### config.mk
export PLATFORM = sky130hd
export DESIGN_NAME = sdram_arbiter
export DESIGN_NICKNAME = d
export VERILOG_FILES = /design/src/rtl/sdram_arbiter.sv
export SDC_FILE = /design/constraint.sdc
export NUM_CORES = 1
export LEC_CHECK = 0
export CORE_AREA = 5 5 120 122
export CTS_CLUSTER_SIZE = 28
export DETAILED_ROUTE_END_ITERATION = 10
export DIE_AREA = 0 0 125 127
export SLEW_MARGIN = 15
export SYNTH_ARGS = -nofsm -noshare
export SYNTH_HDL_FRONTEND = slang
export SYNTH_SLANG_ARGS = --single-unit
export TNS_END_PERCENT = 20
### constraint.sdc
create_clock -name clk -period 5.5 [get_ports clk]
set_clock_uncertainty 0.1 [all_clocks]
set_input_delay 1.1 -clock clk [delete_from_list [all_inputs] [get_ports clk]]
set_output_delay 1.1 -clock clk [all_outputs]
set_load 0.02 [all_outputs]
### src/rtl/sdram_arbiter.sv
// Two-master Avalon-MM arbiter for one SDRAM port (master 0 = vjtag, master 1 = cpu).
// An ID FIFO records the owner of each outstanding read so that returned data goes back in issue order.
module sdram_arbiter #(
   parameter int MAX_PENDING = 4
) (
   input  logic                         clk,
   input  logic                         rst,
   input  logic [31:0]                  m0_address,
   input  logic                         m0_read,
   input  logic                         m0_write,
   input  logic [31:0]                  m0_writedata,
   input  logic [3:0]                   m0_byteenable,
   output logic [31:0]                  m0_readdata,
   output logic                         m0_waitrequest,
   output logic                         m0_readdatavalid,
   input  logic [31:0]                  m1_address,
   input  logic                         m1_read,
   input  logic                         m1_write,
   input  logic [31:0]                  m1_writedata,
   input  logic [3:0]                   m1_byteenable,
   output logic [31:0]                  m1_readdata,
   output logic                         m1_waitrequest,
   output logic                         m1_readdatavalid,
   output logic [31:0]                  sdram_address,
   output logic                         sdram_read,
   output logic                         sdram_write,
   output logic [31:0]                  sdram_writedata,
   output logic [3:0]                   sdram_byteenable,
   input  logic [31:0]                  sdram_readdata,
   input  logic                         sdram_waitrequest,
   input  logic                         sdram_readdatavalid,
   output logic [$clog2(MAX_PENDING):0] pending,
   output logic                         err
);
   localparam int PW = $clog2(MAX_PENDING);
   localparam int CW = PW + 1;
   localparam logic [CW-1:0] FULL_CNT = CW'(MAX_PENDING);

   logic          lock_q, lock_d;
   logic          owner_q, owner_d;
   logic          prio_q, prio_d;
   logic          err_q, err_d;
   logic [PW-1:0] wr_ptr_q, wr_ptr_d;
   logic [PW-1:0] rd_ptr_q, rd_ptr_d;
   logic [CW-1:0] count_q, count_d;
   logic          fifo_q [MAX_PENDING];
   logic          fifo_d [MAX_PENDING];

   logic req0, req1, elig0, elig1, full;
   logic sel, sel_vld, sel_read, issue, accept, push, pop, head;

   // Selection: a locked owner keeps the port until its stalled request is accepted.
   always_comb begin
      full    = (count_q == FULL_CNT);
      req0    = m0_read | m0_write;
      req1    = m1_read | m1_write;
      elig0   = m0_write | (m0_read & ~full);
      elig1   = m1_write | (m1_read & ~full);
      sel     = 1'b0;
      sel_vld = 1'b0;
      if (lock_q) begin
         sel_vld = 1'b1;
         sel     = owner_q;
      end else if (elig0 && elig1) begin
         sel_vld = 1'b1;
         sel     = prio_q;
      end else if (elig0) begin
         sel_vld = 1'b1;
         sel     = 1'b0;
      end else if (elig1) begin
         sel_vld = 1'b1;
         sel     = 1'b1;
      end
      issue    = rst & sel_vld & (sel ? req1 : req0);
      sel_read = sel ? m1_read : m0_read;
      accept   = issue & ~sdram_waitrequest;
      push     = accept & sel_read & (~full | pop);
      pop      = sdram_readdatavalid & (count_q != '0);
      head     = fifo_q[rd_ptr_q];
   end

   always_comb begin
      sdram_address    = sel ? m1_address    : m0_address;
      sdram_writedata  = sel ? m1_writedata  : m0_writedata;
      sdram_byteenable = sel ? m1_byteenable : m0_byteenable;
      sdram_read       = issue & (sel ? m1_read  : m0_read);
      sdram_write      = issue & (sel ? m1_write : m0_write);
      m0_waitrequest   = !rst ? 1'b1 : ((issue && !sel) ? sdram_waitrequest : req0);
      m1_waitrequest   = !rst ? 1'b1 : ((issue &&  sel) ? sdram_waitrequest : req1);
      m0_readdatavalid = rst & pop & ~head;
      m1_readdatavalid = rst & pop &  head;
      m0_readdata      = sdram_readdata;
      m1_readdata      = sdram_readdata;
      pending          = count_q;
      err              = err_q;
   end

   always_comb begin
      lock_d   = lock_q;
      owner_d  = owner_q;
      prio_d   = prio_q;
      err_d    = err_q;
      wr_ptr_d = wr_ptr_q;
      rd_ptr_d = rd_ptr_q;
      fifo_d   = fifo_q;
      if (issue) begin
         if (sdram_waitrequest) begin
            lock_d  = 1'b1;
            owner_d = sel;
         end else begin
            lock_d = 1'b0;
            prio_d = ~sel;
         end
      end else if (lock_q) begin
         // Owner dropped its request while stalled: release the port and flag it.
         lock_d = 1'b0;
         err_d  = 1'b1;
      end
      if (sdram_readdatavalid && count_q == '0) begin
         err_d = 1'b1;
      end
      if (push) begin
         fifo_d[wr_ptr_q] = sel;
         wr_ptr_d         = wr_ptr_q + PW'(1);
      end
      if (pop) begin
         rd_ptr_d = rd_ptr_q + PW'(1);
      end
      count_d = count_q + CW'(push) - CW'(pop);
   end

   always_ff @(posedge clk or negedge rst) begin
      if (!rst) begin
         lock_q   <= 1'b0;
         owner_q  <= 1'b0;
         prio_q   <= 1'b0;
         err_q    <= 1'b0;
         wr_ptr_q <= '0;
         rd_ptr_q <= '0;
         count_q  <= '0;
      end else begin
         lock_q   <= lock_d;
         owner_q  <= owner_d;
         prio_q   <= prio_d;
         err_q    <= err_d;
         wr_ptr_q <= wr_ptr_d;
         rd_ptr_q <= rd_ptr_d;
         count_q  <= count_d;
      end
   end

   // ID storage needs no reset: entries are only read below the registered count.
   always_ff @(posedge clk) begin
      fifo_q <= fifo_d;
   end
endmodule

==> impl_metrics.yaml <==
layout:
  layout.nets: 576
  post_layout_nonfiller_instances: 568
  final_layout_size_suffix_gt1_frac: 0.209
  growth_of_design_area_from_synthesis_to_finish_pct: 88.7
  diodes: 0
drt:
  met2WireLength_um: 5430
  top_layer_used: "met4"
  viasPerCell: 4.04
  routedWlPerCell_um: 18.2
  drt.antenna.violating_nets: 0
  route.layer.met1.wl_um: 3800
  residual_drc_count: 0
  drt_pre_antenna_iters: 4
  drt-initial-drc-count: 32
  wl_met3_um: 980
  routed-via-count: 2296
  totalWireLength_um: 10400
grt:
  grt_max_degree: 31
  grt_pass1_wl_um: 15300
  grtUsageTotal: 0.122
  overflow_left_after_global_routing: 0
  first_global_vias: 2582
  antenna_found_initial: 1
logic_synthesis:
  synth_enable_flop_cells: 4
  yosys.cell_types.count: 42
  number_of_instances_in_the_synthesized_netlist: 237
  yosys-top-cells-area: "mux2_2 (34%), buf_4 (21%), dfrtp_1 (12%), edfxtp_1 (5.3%), ha_1 (3.3%)"
  mappedNetlistNets: 420
  synthesis.area_um2: 2280
  synth_largest_type_area_fraction: 0.335
  synth_common_cells: "mux2_2 (68), buf_4 (64), dfrtp_1 (11)"
  yosys.area.top_type: "mux2_2"
  synth.most_common_cell: "mux2_2"
  ys_seq_elements: 15
  synth_ff_type: "dfrtp_1"
  seq_area_frac_synth: 0.173
  yosysWarningCount: 0
  synth_area_per_inst_um2: 9.64
  synth-async-reset-ratio: 0.733
place:
  port_buffers: 221
  globalplace.congestion: 0.987
  dp_cells: 564
  post-dp-hpwl_um: 9160
  detailedPlace.worstSlack_ns: 0.419
cts:
  cts_tree: "yes"
  cts.root.buffer_cell: "clkbuf_16"
  ctsResizeCount: 0
  cts_hold_buf: 0
  cts-root-to-sink-buffers: 2
  post_cts.repair.setup_buffers: 0
  num_cts_buffers: 3
  clk_pin_slew_ns: 0.05
  ctsHtreeMaxLevel: 1
  cts_num_sinks: 15
  clk-insertion-delay-late_ns: 0.24
floorplan:
  die_width_um: 125
  fp.dieH_um: 127
  area_of_the_core_um2: 13100
  design.die.area_um2: 15900
  num_rows: 42
  initial_core_utilization: 0.175
  io_pins: 318
job:
  cap_viol_max_count: 0
worst_setup_path:
  rr_endpoint: "pending[2]$_DFF_PN0_"
  cpMaxStageDelayCell: "clkdlybuf4s50_1"
  critical_path_class: "in -> out"
  critical_path.endpoint: "sdram_byteenable[0]"
  count_of_cell_instances_traversed_by_the_critical_path: 7
  worst_stage_delay_on_the_critical_path_ns: 0.57
  critical_path_required_ns: 4.30
  ff2ff_path_depth: 13
  timing.critical_path.fanout_max: 30
  arrival_ns: 3.88
  register_to_register_setup_slack_ns: 1.86
  path_common_cell: "clkdlybuf4s50_1"
  cp.buffers_inverters: 3
  launch_point_of_the_worst_path: "m1_read"
  setup.worst_path.end_class: "output pin"
  worst_path_dominant_cell_family: "buffers and inverters"
  critical_path.reg2reg.startpoint: "pending[2]$_DFF_PN0_"
  critPathLaunchType: "input pin"
  critical_path.cell_chain: "clkdlybuf4s50_1, nor2_1, nor3_1, a21o_4, buf_12, mux2_2, clkdlybuf4s50_1"
sta:
  finalCriticalPeriod_ns: 5.08
  tightest_slew_ns: 0.577
  fin_ws_ns: 0.416
  finalSetupViolCount: 0
  rsz0062_at_grt: "no"
  timing_hold_violations_final: 0
  drv_slew: 0
  slew_headroom: 0.606
  achievable-frequency_mhz: 197
  final.hold.worst_slack_ns: 0.393
  final_setup_tns_ns: 0
  layout_worst_path_cycle_share: 0.924
min_path:
  hold_path_class: "reg -> reg"
pwr:
  power.density_nw_per_um2: 334
  p_leak_nw: 1.59
  ir_drop_v: 0.000155
outcome:
  outcome: "finished clean"
[through the flow]
step | cell area, µm² | util | power (mW)
floorplan | 2280 | - | 0.883
global placement | 4230 | 0.323 | 1.30
detailed placement | 4230 | 0.323 | 1.31
CTS | 4310 | 0.330 | 1.46
global route | 4310 | 0.330 | 1.53
finish | 4310 | 0.330 | 1.44
[per-layer routing]
layer  GRT usage  vias up
met5           0        -
met4      0.0236        0
met3      0.0426       17
met2       0.226      157
met1       0.137     1025
li1            -     1097
[cell usage in the layout, fill, tap and decap left out, types with 2 or more instances in the layout]
master / netlist / layout
nor2_1: 8 / 8
dfrtp_1: 11 / 11
and3_1: 2 / 2
nand3_1: 2 / 2
buf_12: 0 / 2
a31oi_1: 2 / 2
o21ai_0: 2 / 2
buf_4: 64 / 2
nand2b_1: 2 / 2
a221oi_2: 2 / 2
clkdlybuf4s50_1: 0 / 221
xnor2_1: 3 / 3
ha_1: 6 / 6
nor3b_1: 4 / 4
nand2_1: 8 / 8
inv_1: 8 / 8
mux2i_1: 2 / 2
mux2_2: 68 / 68
o211ai_1: 2 / 2
edfxtp_1: 4 / 4
a2111oi_0: 3 / 3
nand4_1: 2 / 2
clkbuf_16: 0 / 3
nor3_1: 4 / 4
[worst min-delay path by stage]
stage / from / end / slack (ns) / cells past startpoint
finish: rd_ptr_q[1]$_DFFE_PN0P_ / rd_ptr_q[1]$_DFFE_PN0P_ / 0.39 / 1
global route: err$_DFFE_PN0P_ / err$_DFFE_PN0P_ / 0.42 / 1
CTS: err$_DFFE_PN0P_ / err$_DFFE_PN0P_ / 0.40 / 1
detailed placement: err$_DFFE_PN0P_ / err$_DFFE_PN0P_ / 0.38 / 1
global placement: rd_ptr_q[1]$_DFFE_PN0P_ / rd_ptr_q[1]$_DFFE_PN0P_ / 0.38 / 1
floorplan: rd_ptr_q[1]$_DFFE_PN0P_ / rd_ptr_q[1]$_DFFE_PN0P_ / 0.35 / 1
[report_power, final]
group | switching [mW] | internal [mW]
Combinational | 0.508 | 0.596
Clock | 0.0435 | 0.0970
Sequential | 0.0400 | 0.155
[registers in the layout, indices dropped and copies added (netlist names)]
name / cells
owner_q: 1
rd_ptr_q: 2
wr_ptr_q: 2
lock_q: 1
fifo_q: 4
err: 1
pending: 3
prio_q: 1
[area by class of cell]
| class | count | area (µm²) |
|---|---|---|
| clock buffer | 3 | 75.1 |
| clock inverter | 1 | 5.00 |
| fill | 1343 | 8770 |
| inverter | 8 | 30.0 |
| multi-input combinational | 140 | 1320 |
| sequential | 15 | 395 |
| tap | 176 | 220 |
| timing repair buffer | 225 | 2270 |
[worst reg2reg max path: stages (launching register included)]
cell and delay [ns]:
dfrtp_1 0.45, nor4b_1 0.20, nor3_1 0.45, a21o_4 0.45, buf_12 0.25, mux2i_1 0.13, buf_4 0.18, nand2b_1 0.15
ha_1 0.29, inv_1 0.04, ha_1 0.18, fa_1 0.38, xnor2_1 0.15, xnor2_1 0.13
[cells by family (layout without fill, tap and decap cells)]
logic type	after synthesis	after routing	share of synthesized area
buf+inv	82	237	0.253
mux	71	71	0.354
simple gates	37	37	0.0849
compound gates	21	21	0.0783
flops	15	15	0.173
fa+ha+maj	7	7	0.0416
xor+xnor	4	4	0.0153
Power figures use the tool's default switching activity.
